File: src/rtl/key_event.sv
// Button gesture decoder: turns a debounced button level into press/release
// strobes plus click, double-click and long-press events with a wrapping count.
module key_event #(
  parameter int CNT_W    = 26,
  parameter int LONG_CYC = 50_000_000,
  parameter int DBL_CYC  = 25_000_000
) (
  input  logic       clk,
  input  logic       rstn,
  input  logic       btn_clean,
  output logic       press_pulse,
  output logic       release_pulse,
  output logic       click,
  output logic       double_click,
  output logic       long_press,
  output logic       held,
  output logic [7:0] evt_cnt
);

  typedef enum logic [2:0] {IDLE, PRESS1, LONG, WAIT2, PRESS2} state_t;

  localparam logic [CNT_W-1:0] LONG_LAST = CNT_W'(LONG_CYC - 1);
  localparam logic [CNT_W-1:0] DBL_LAST  = CNT_W'(DBL_CYC - 1);

  state_t           state, state_nxt;
  logic [CNT_W-1:0] cnt, cnt_nxt;
  logic             btn_d;
  logic             rise, fall;
  logic             press_n, rel_n, click_n, dbl_n, long_n, held_n;

  assign rise = btn_clean & ~btn_d;
  assign fall = ~btn_clean & btn_d;

  // btn_d resets high so a button held through reset never looks like a press.
  always_ff @(posedge clk or negedge rstn) begin
    if (!rstn) begin
      state         <= IDLE;
      cnt           <= '0;
      btn_d         <= 1'b1;
      press_pulse   <= 1'b0;
      release_pulse <= 1'b0;
      click         <= 1'b0;
      double_click  <= 1'b0;
      long_press    <= 1'b0;
      held          <= 1'b0;
      evt_cnt       <= '0;
    end else begin
      state         <= state_nxt;
      cnt           <= cnt_nxt;
      btn_d         <= btn_clean;
      press_pulse   <= press_n;
      release_pulse <= rel_n;
      click         <= click_n;
      double_click  <= dbl_n;
      long_press    <= long_n;
      held          <= held_n;
      if (click_n | dbl_n | long_n)
        evt_cnt <= evt_cnt + 8'd1;
    end
  end

  // Edges take priority over the timer thresholds in PRESS1 and WAIT2.
  always_comb begin
    state_nxt = state;
    case (state)
      IDLE:    if (rise) state_nxt = PRESS1;
      PRESS1:  if (fall) state_nxt = WAIT2;
               else if (cnt == LONG_LAST) state_nxt = LONG;
      LONG:    if (fall) state_nxt = IDLE;
      WAIT2:   if (rise) state_nxt = PRESS2;
               else if (cnt == DBL_LAST) state_nxt = IDLE;
      PRESS2:  if (fall) state_nxt = IDLE;
      default: state_nxt = IDLE;
    endcase
  end

  always_comb begin
    cnt_nxt = cnt;
    if (state_nxt != state)
      cnt_nxt = '0;
    else if (state == PRESS1 || state == WAIT2)
      cnt_nxt = cnt + 1'b1;
  end

  always_comb begin
    press_n = 1'b0;
    rel_n   = 1'b0;
    click_n = 1'b0;
    dbl_n   = 1'b0;
    long_n  = 1'b0;
    case (state)
      IDLE:    press_n = rise;
      PRESS1:  begin
                 rel_n  = fall;
                 long_n = ~fall & (cnt == LONG_LAST);
               end
      LONG:    rel_n = fall;
      WAIT2:   begin
                 press_n = rise;
                 dbl_n   = rise;
                 click_n = ~rise & (cnt == DBL_LAST);
               end
      PRESS2:  rel_n = fall;
      default: ;
    endcase
    held_n = (state_nxt == PRESS1) || (state_nxt == LONG) || (state_nxt == PRESS2);
  end

endmodule

File: config.mk
export PLATFORM = sky130hd
export DESIGN_NAME = key_event
export DESIGN_NICKNAME = d
export VERILOG_FILES = /design/src/rtl/key_event.sv
export SDC_FILE = /design/constraint.sdc
export NUM_CORES = 1
export LEC_CHECK = 0
export CAP_MARGIN = 20
export CORE_MARGIN = 2
export CORE_UTILIZATION = 40
export CTS_BUF_LIST = sky130_fd_sc_hd__clkbuf_8
export CTS_CLUSTER_SIZE = 24
export DETAILED_ROUTE_END_ITERATION = 6
export PLACE_DENSITY_LB_ADDON = 0.25
export SYNTH_ARGS = -nofsm -noshare
export SYNTH_HDL_FRONTEND = slang
export SYNTH_SLANG_ARGS = --single-unit
File: constraint.sdc
create_clock -name clk -period 2.34 [get_ports clk]
set_input_delay 0.468 -clock clk [delete_from_list [all_inputs] [get_ports clk]]
set_output_delay 0.468 -clock clk [all_outputs]
set_load 0.01 [all_outputs]
[Word-level counts from Yosys, hierarchy flattened]
Cells that the tools add are included.
Operators by class
  $add $sub $neg: 2
  multipliers: 0
  divide/modulo/power cells: 0
  magnitude comparators: 0
  equal/unequal tests: 10
  shifts and indexed selects: 0
  muxes and demuxes: 14
  bitwise logic cells: 10
  reductions and logical operators: 8
Operators with widths (count)
  $mux 26: 2
  $add 26x1->26 const B: 1
  $eq 26x25->1 const B: 1
  $eq 26x26->1 const B: 1
  $mux 3: 6
  $pmux 3 s4: 1
  $eq 3x2->1 const B: 3
  $add 8x1->8 const B: 1
  $eq 3x1->1 const B: 2
  $eq 3x3->1 const B: 2
  $mux 1: 5
  $and 1x1->1: 4
  $not 1->1: 4
  $reduce_or 2->1: 2
  $logic_not 3->1: 1
  $logic_or 1x1->1: 3
  $ne 3x3->1: 1
  $reduce_or 3->1: 1
  $or 1x1->1: 2
  $reduce_bool 2->1: 1
Word-level totals
  register bits: 44
  bits in latches: 0
  bits in writable memories: 0
  bits in read-only memories: 0
  input port bits: 3
  output and inout bits: 14
  word-level logic and storage cells: 54
  memories: 0

[Depth between registers and ports, before layout]
Gate-level depths: netlist of run 1.
  depth after elaboration: 7
  mapped depth: 8
  depth with buffers taken out: 6

[Worst setup path after synthesis of run 1]
Ideal clock, no wire load.
  path kind: register to register
  from: register cnt[0]
  to: register evt_cnt[1]
  setup time: 128 ps
  arrival time: 1952 ps
  required time: 2212 ps
  setup slack: 260 ps
  stages on the path, launching flop included: 7
  buffers on the path: 0
  period minus slack after synthesis: 2080 ps
  cell sequence: dfrtp_1 > ha_1 > or3b_4 > nor4_4 > nand3_2 > nand3_1 > mux2_1
On the way
  word-level cells in the longest chain between the ends: 5
  elaborated cells between the ends (all ways): 8
  classes of those cells: eq/ne (2); mux (2); bitwise (4)
Ends and longest elaborated chain
  from (decl): line 26  | logic [CNT_W-1:0] cnt, cnt_nxt;
  from (signal assigned): line 49  | cnt <= cnt_nxt;
  $eq 26x25->1: line 101  | click_n = ~rise & (cnt == DBL_LAST);
  $and 1x1->1: line 101
  $mux 1: line 91  | case (state)
  $or 1x1->1: line 57  | if (click_n | dbl_n | long_n)
  $or 1x1->1 (*): line 57
  to (signal assigned): line 58  | evt_cnt <= evt_cnt + 8'd1;
  to (decl): line 17  | output logic [7:0] evt_cnt
Every way passes the cells marked *; elsewhere a longest branch is shown, timed or not.
A chain may end at the register's enable or synchronous reset.

[Final worst setup path of run 1]
Ends and elaborated chain as after synthesis.

==> PnR_summary.wiki, run 1 <==
{| class="wikitable"
! Metric !! Value
|-
| Min Hold Slack || 0.233 ns
|-
| Area share of the largest cell type after synthesis || 45.2%
|-
| Critical-path maximum fanout || 8
|-
| Final Skew || 0.00726 ns
|-
| Kind of critical path || reg2reg
|-
| Library cell with the largest summed area after synthesis || sky130_fd_sc_hd__dfrtp_1
|-
| Design Power || 1.98 mW
|-
| Fin nets || 274
|-
| Post-synthesis sequential area ratio || 46.3%
|-
| Cell-by-cell listing of the critical path || ha_1 -> or3b_4 -> nor4_4 -> nand3_2 -> nand3_1 -> mux2_1
|-
| CTS clock-pin slew for the worst setup and hold paths || 0.08 ns
|-
| Initial DRC count || 107
|-
| Clock root buffer || sky130_fd_sc_hd__clkbuf_8
|-
| DRC errors left || 0
|-
| Most frequently used flop master after synthesis || sky130_fd_sc_hd__dfrtp_1
|-
| Antenna violations before repair || 0
|-
| Number of standard-cell rows in the floorplan || 28
|-
| Estimated wirelength of the detail-placed design || 3440 um
|-
| Post-route setup slack || 0.183 ns
|-
| Post-synthesis net count || 250
|-
| Worst reg-to-reg path cell count || 6
|-
| Fmax achieved || 464 MHz
|-
| Largest net degree at the start of global routing || 45
|-
| Via density || 5.35
|-
| Number of distinct standard cells referenced by the synthesized netlist || 46
|-
| Maximum cell stage delay along the critical path || 0.41 ns
|-
| Top cells by area, synth || sky130_fd_sc_hd__dfrtp_1 45%, sky130_fd_sc_hd__xnor2_1 7.7%, sky130_fd_sc_hd__nor2_1 5.5%
|-
| Launch instance of the worst register-to-register path || cnt[0]
|-
| Core Util, Final || 47.2%
|-
| Classification of the worst-slack hold path || in2async
|-
| Cell Area, Synth || 0.00238 sq mm
|-
| Final min period || 2.16 ns
|-
| Post-Syn Area per Cell || 9.72 sq um
|-
| Total CTS buffers || 5
|-
| Leakage power of the design || 1.16 nW
|-
| IO Pins || 17
|-
| Setup WS pre-CTS || 0.128 ns
|-
| Setup slack of the worst register-to-register path || 0.18 ns
|-
| Total number of vias || 1846
|-
| Port Buffer Count || 16
|-
| Setup total negative slack || 0 ns
|-
| Die area || 0.00659 sq mm
|-
| Detailed-route wire length || 5000 um
|-
| Remaining antenna violation count || 0
|-
| TritonCTS clock tree || built
|-
| Cts-stage hold buffer count || 0
|-
| Area growth from synthesis to layout || 15.9%
|-
| Die height || 81.2 um
|-
| Post-cts repair resize count || 0
|-
| Cells after Synth || 245
|-
| Global-route wire length before repair || 8650 um
|-
| Number of enable flip-flop cells after synthesis || 0
|-
| Total of flip-flops plus latches after synthesis || 44
|-
| Routed WL per cell || 14.5 um
|-
| Power density over the cells || 717 mW/mm^2
|-
| Post-synthesis async set-or-reset flop share || 100%
|-
| Yosys warning total || 0
|-
| Final worst-path cycle share || 92.2%
|-
| CTS HTree Levels || 2
|-
| Drt pass-1 iters || 4
|-
| Starting density of the core || 40.7%
|-
| Normalized max-slew margin || 62.6%
|-
| VDD IR-drop max || 585 uV
|-
| # placed instances || 337
|-
| Horizontal extent of the die || 81.2 um
|-
| Result of the run || complete, no violations
|-
| Sinks on Clock Net || 44
|-
| Launching element type of the critical path || flop
|-
| Non-filler cells, final || 345
|-
| Critical Path End Type || flop
|-
| Pin slew with the least headroom to its limit || 0.562 ns
|-
| Insertion delay to the later sink of the worst-skew pair || 0.30 ns
|-
| Hold violation count in the final report || 0
|-
| Worst EP required || 2.53 ns
|-
| Final setup fails || 0
|-
| Placer congestion estimate || 0.838
|-
| Max-Cap Viols || 0
|-
| Number of global-route vias before repair || 1757
|-
| Buffer levels on the longest clock path || 2
|-
| Leftover overflow at the end of global routing || 0
|-
| Overall fraction of global-route tracks in use || 16.8%
|-
| Post-route cell area || 0.00276 sq mm
|-
| Number of post-CTS setup repair buffers || 0
|-
| Placed cell areas || 0.00268 sq mm
|-
| Worst-path cell with the longest stage delay || sky130_fd_sc_hd__dfrtp_1
|-
| Unrepaired setup endpoints after global routing || false
|-
| Antenna diode count || 0
|-
| Max-slew violation total from the final report || 0
|-
| Core outline area || 0.00585 sq mm
|-
| Share of final-layout standard cells stronger than drive strength 1 || 12.6%
|-
| Worst r2r dst || evt_cnt[1]
|-
| Signal arrival time at the worst endpoint || 2.34 ns
|-
| Fillcell total || 559
|}
worst max-delay path by stage:
stage / start / to / slack (ns)
4_1_cts: cnt[0] / evt_cnt[1] / 0.18
3_5_place_dp: btn_clean / evt_cnt[1] / 0.13
3_3_place_gp: btn_clean / evt_cnt[1] / 0.18
2_1_floorplan: cnt[0] / evt_cnt[1] / 0.26
5_1_grt: cnt[0] / evt_cnt[1] / 0.05
6_report: cnt[0] / evt_cnt[1] / 0.18
critical path: cells and delay by family (launching register included):
| family | cells | cell delay [ns] |
|---|---|---|
| mux | 1 | 0.33 |
| simple gates | 4 | 1.12 |
| flops | 1 | 0.41 |
| fa+ha+maj | 1 | 0.18 |
flip-flops by register name (all words and copies together) (netlist names):
| signal | flops |
|---|---|
| btn_d | 1 |
| click | 1 |
| cnt | 26 |
| double_click | 1 |
| evt_cnt | 8 |
| held | 1 |
| long_press | 1 |
| press_pulse | 1 |
| release_pulse | 1 |
| state | 3 |
layout by cell type, fill, tap and decap left out, types with 3 or more instances in the layout:
master,n
sky130_fd_sc_hd__a21oi_1,3
sky130_fd_sc_hd__a31oi_1,4
sky130_fd_sc_hd__and4_1,3
sky130_fd_sc_hd__buf_4,12
sky130_fd_sc_hd__clkbuf_8,5
sky130_fd_sc_hd__clkdlybuf4s50_1,15
sky130_fd_sc_hd__dfrtp_1,43
sky130_fd_sc_hd__inv_1,13
sky130_fd_sc_hd__nand2_1,14
sky130_fd_sc_hd__nand3_1,14
sky130_fd_sc_hd__nand4_1,9
sky130_fd_sc_hd__nor2_1,35
sky130_fd_sc_hd__nor2b_1,6
sky130_fd_sc_hd__nor3_1,10
sky130_fd_sc_hd__nor4_1,5
sky130_fd_sc_hd__o21ai_0,5
sky130_fd_sc_hd__or3_1,5
sky130_fd_sc_hd__xnor2_1,21
sky130_fd_sc_hd__xor2_1,10
synthesized netlist by cell type, types with 2 or more instances:
library cell                count
sky130_fd_sc_hd__ha_1           2
sky130_fd_sc_hd__nand4b_1       2
sky130_fd_sc_hd__nor3_1        10
sky130_fd_sc_hd__nand4bb_1      2
sky130_fd_sc_hd__a21oi_1        3
sky130_fd_sc_hd__a31oi_1        4
sky130_fd_sc_hd__and4_1         3
sky130_fd_sc_hd__xor2_1        10
sky130_fd_sc_hd__inv_1         11
sky130_fd_sc_hd__nand3_2        2
sky130_fd_sc_hd__nand3b_1       2
sky130_fd_sc_hd__dfrtp_1       43
sky130_fd_sc_hd__nand2b_1       2
sky130_fd_sc_hd__buf_4          3
sky130_fd_sc_hd__nor2b_1        6
sky130_fd_sc_hd__a311oi_2       2
sky130_fd_sc_hd__o21ai_0        5
sky130_fd_sc_hd__nand2_1       14
sky130_fd_sc_hd__xnor2_1       21
sky130_fd_sc_hd__nor4_1         5
sky130_fd_sc_hd__buf_2          5
sky130_fd_sc_hd__nor4_2         2
sky130_fd_sc_hd__nor2_1        35
sky130_fd_sc_hd__or3_1          5
sky130_fd_sc_hd__clkbuf_1       4
sky130_fd_sc_hd__nand3_1       14
sky130_fd_sc_hd__nand4_1        9
metal layers:
metal  global-route usage, %  share of wire (%)  vias up
met4                    4.07                1.1        0
li1                        -                  -      904
met3                    3.33                3.3        7
met1                    24.2                 50      902
met2                    26.0                 46       33
met5                       0                  0        -
power by group:
part / leakage [nW] / internal, mW / switching [mW]
combinational: 0.518 / 0.271 / 0.318
clock: 0.0505 / 0.201 / 0.252
sequential: 0.594 / 0.843 / 0.0923
kinds of logic (layout without fill, tap and decap cells):
group                    count (synthesis)  in the layout  synth area share, %
adder cells (fa/ha/maj)                  2              2                 1.05
multiplexers                             1              1                0.473
XOR/XNOR                                31             31                 11.4
buffers and inverters                   23             48                 4.36
AO/OA/AOI/OAI                           19             19                 5.93
flip-flops                              44             44                 46.3
AND/OR/NAND/NOR                        125            125                 30.5
cell type report:
| cell class | instances | area, sq um | share of cell area (%) |
|---|---|---|---|
| tap | 75 | 93.8 | 3.40 |
| clock buffer | 5 | 68.8 | 2.49 |
| multi-input combinational | 178 | 1180 | 42.6 |
| timing repair buffer | 29 | 265 | 9.61 |
| inverter | 11 | 41.3 | 1.50 |
| clock inverter | 3 | 12.5 | 0.453 |
| sequential | 44 | 1100 | 39.9 |
No activity file was read; power rests on OpenSTA's default activity.
==> run 2, diff against run 1 <==
CTS_BUF_LIST = unset   (was sky130_fd_sc_hd__clkbuf_8)
==> run 2 against run 1 <==
Net effect: non-clock buffer count is the same; power grew 0.39%; die area is the same; flip-flop and latch count is the same; critical endpoint unchanged; critical path type unchanged; critical path depth is the same; sequential power is essentially flat; core utilization is the same; largest cell class unchanged; count of clock-buffer cells in the layout grew 2; clock skew is essentially flat; design area is the same; via count is the same; hold slack is essentially flat.
==> PnR_summary.wiki, run 2 (synthesis gave the netlist of run 1 again) <==
{| class="wikitable"
! Metric !! Value
|-
| Launching element type of the critical path || flop
|-
| Final Skew || 0.00756 ns
|-
| Setup slack of the worst register-to-register path || 0.18 ns
|-
| End point of the critical path || evt_cnt[1]
|-
| Number of post-CTS setup repair buffers || 0
|-
| Worst EP required || 2.53 ns
|-
| Hold violation count in the final report || 0
|-
| Estimated wirelength of the detail-placed design || 3440 um
|-
| Commonest cells after routing, fill and taps aside || 43 x sky130_fd_sc_hd__dfrtp_1, 35 x sky130_fd_sc_hd__nor2_1, 21 x sky130_fd_sc_hd__xnor2_1
|-
| Top Family by Delay on Critical Path || simple AND/OR/NAND/NOR gates
|-
| Placer congestion estimate || 0.838
|-
| Normalized max-slew margin || 62.6%
|-
| Leakage power of the design || 1.15 nW
|-
| Remaining antenna violation count || 0
|-
| Core outline area || 0.00585 sq mm
|-
| Cell-by-cell listing of the critical path || ha_1 -> or3b_4 -> nor4_4 -> nand3_2 -> nand3_1 -> mux2_1
|-
| Max-Cap Viols || 0
|-
| Total CTS buffers || 5
|-
| Antenna violations before repair || 0
|-
| Drt pass-1 iters || 4
|-
| Buffer levels on the longest clock path || 2
|-
| Critical-path maximum fanout || 8
|-
| Total number of vias || 1846
|-
| Area growth from synthesis to layout || 15.9%
|-
| Unrepaired setup endpoints after global routing || false
|-
| Setup total negative slack || 0 ns
|-
| CTS HTree Levels || 2
|-
| VDD IR-drop max || 585 uV
|-
| Number of standard-cell rows in the floorplan || 28
|-
| Insertion delay to the later sink of the worst-skew pair || 0.30 ns
|-
| Register containing the most flip-flops in the final layout || cnt
|-
| Die height || 81.2 um
|-
| Startpoint of the most critical setup path || cnt[0]
|-
| Classification of the worst-slack hold path || in2async
|-
| Horizontal extent of the die || 81.2 um
|-
| Most common library cell in the layout ignoring fill and taps || sky130_fd_sc_hd__dfrtp_1
|-
| Number of global-route vias before repair || 1757
|-
| Port Buffer Count || 16
|-
| CTS clock-pin slew for the worst setup and hold paths || 0.08 ns
|-
| Sinks on Clock Net || 44
|-
| Fmax achieved || 464 MHz
|-
| Clock root buffer || sky130_fd_sc_hd__clkbuf_8
|-
| Kind of critical path || reg2reg
|-
| Post-route cell area || 0.00276 sq mm
|-
| Max-slew violation total from the final report || 0
|-
| Number of gates on the worst path with buffers counted || 6
|-
| DRC errors left || 0
|-
| Worst-path cell with the longest stage delay || sky130_fd_sc_hd__dfrtp_1
|-
| Post-route setup slack || 0.183 ns
|-
| Post-cts repair resize count || 0
|-
| Maximum cell stage delay along the critical path || 0.41 ns
|-
| Worst reg-to-reg path cell count || 6
|-
| TritonCTS clock tree || built
|-
| Overall fraction of global-route tracks in use || 16.8%
|-
| Worst r2r dst || evt_cnt[1]
|-
| Pin slew with the least headroom to its limit || 0.562 ns
|-
| Fillcell total || 559
|-
| Wire length on met3 || 166 um
|-
| Routed WL per cell || 14.5 um
|-
| Biggest regs || cnt (26), evt_cnt (8), state (3)
|-
| Largest net degree at the start of global routing || 45
|-
| Fin nets || 274
|-
| Max reg flops || 26
|-
| Launch instance of the worst register-to-register path || cnt[0]
|-
| Final min period || 2.16 ns
|-
| Result of the run || complete, no violations
|-
| Cts-stage hold buffer count || 0
|-
| Final setup fails || 0
|-
| Met1 WL || 2490 um
|-
| Global-route wire length before repair || 8650 um
|-
| Detailed-route wire length || 5000 um
|-
| Starting density of the core || 40.7%
|-
| Placed cell areas || 0.00268 sq mm
|-
| Leftover overflow at the end of global routing || 0
|-
| Final worst-path cycle share || 92.2%
|-
| Via density || 5.35
|-
| Critical Path End Type || flop
|-
| Routed length on met2 || 2290 um
|-
| Die area || 0.00659 sq mm
|-
| IO Pins || 17
|-
| Share of final-layout standard cells stronger than drive strength 1 || 12.6%
|-
| Antenna diode count || 0
|-
| Setup WS pre-CTS || 0.128 ns
|-
| Signal arrival time at the worst endpoint || 2.34 ns
|-
| Power density over the cells || 719 mW/mm^2
|-
| Initial DRC count || 107
|-
| Highest metal layer used by the detailed router || met4
|-
| Buffers plus inverters on the worst setup path || 0
|}
run 2: per-stage QoR:
step	hold slack (ns)	cells	total power, mW	utilization [%]
final	0.233	345	1.99	47.2
after global routing	0.307	345	2.12	47.2
after CTS	0.266	345	2.01	47.2
after detailed placement	0.456	337	1.55	45.8
after global placement	0.454	337	1.54	45.8
after floorplan	0.172	245	1.31	-
run 2: layout make-up:
type | count | area [sq um] | share of cell area (%)
multi-input cells | 178 | 1180 | 42.6
clock inverters | 1 | 5.00 | 0.181
well taps | 75 | 93.8 | 3.40
flip-flops and latches | 44 | 1100 | 39.9
repair buffers | 29 | 265 | 9.61
clock buffers | 7 | 76.3 | 2.77
inverters | 11 | 41.3 | 1.50
run 2: worst min path at each step:
stage | startpoint | end
floorplan | rstn | click
global placement | evt_cnt[7] | evt_cnt[7]
detailed placement | evt_cnt[7] | evt_cnt[7]
CTS | rstn | cnt[9]
global route | rstn | evt_cnt[0]
finish | rstn | cnt[11]
run 2: metal layers:
layer  vias to the layer above  GRT usage (%)
met5                         -              0
met4                         0           4.07
met3                         7           3.33
met2                        33           26.0
met1                       902           24.2
li1                        904              -
run 2: power by group:
part	internal (mW)	leakage [nW]	total [mW]	switching [mW]
registers	0.843	0.594	0.935	0.0923
logic	0.271	0.518	0.590	0.318
clock network	0.210	0.0422	0.461	0.251
total	1.32	1.15	1.99	0.662
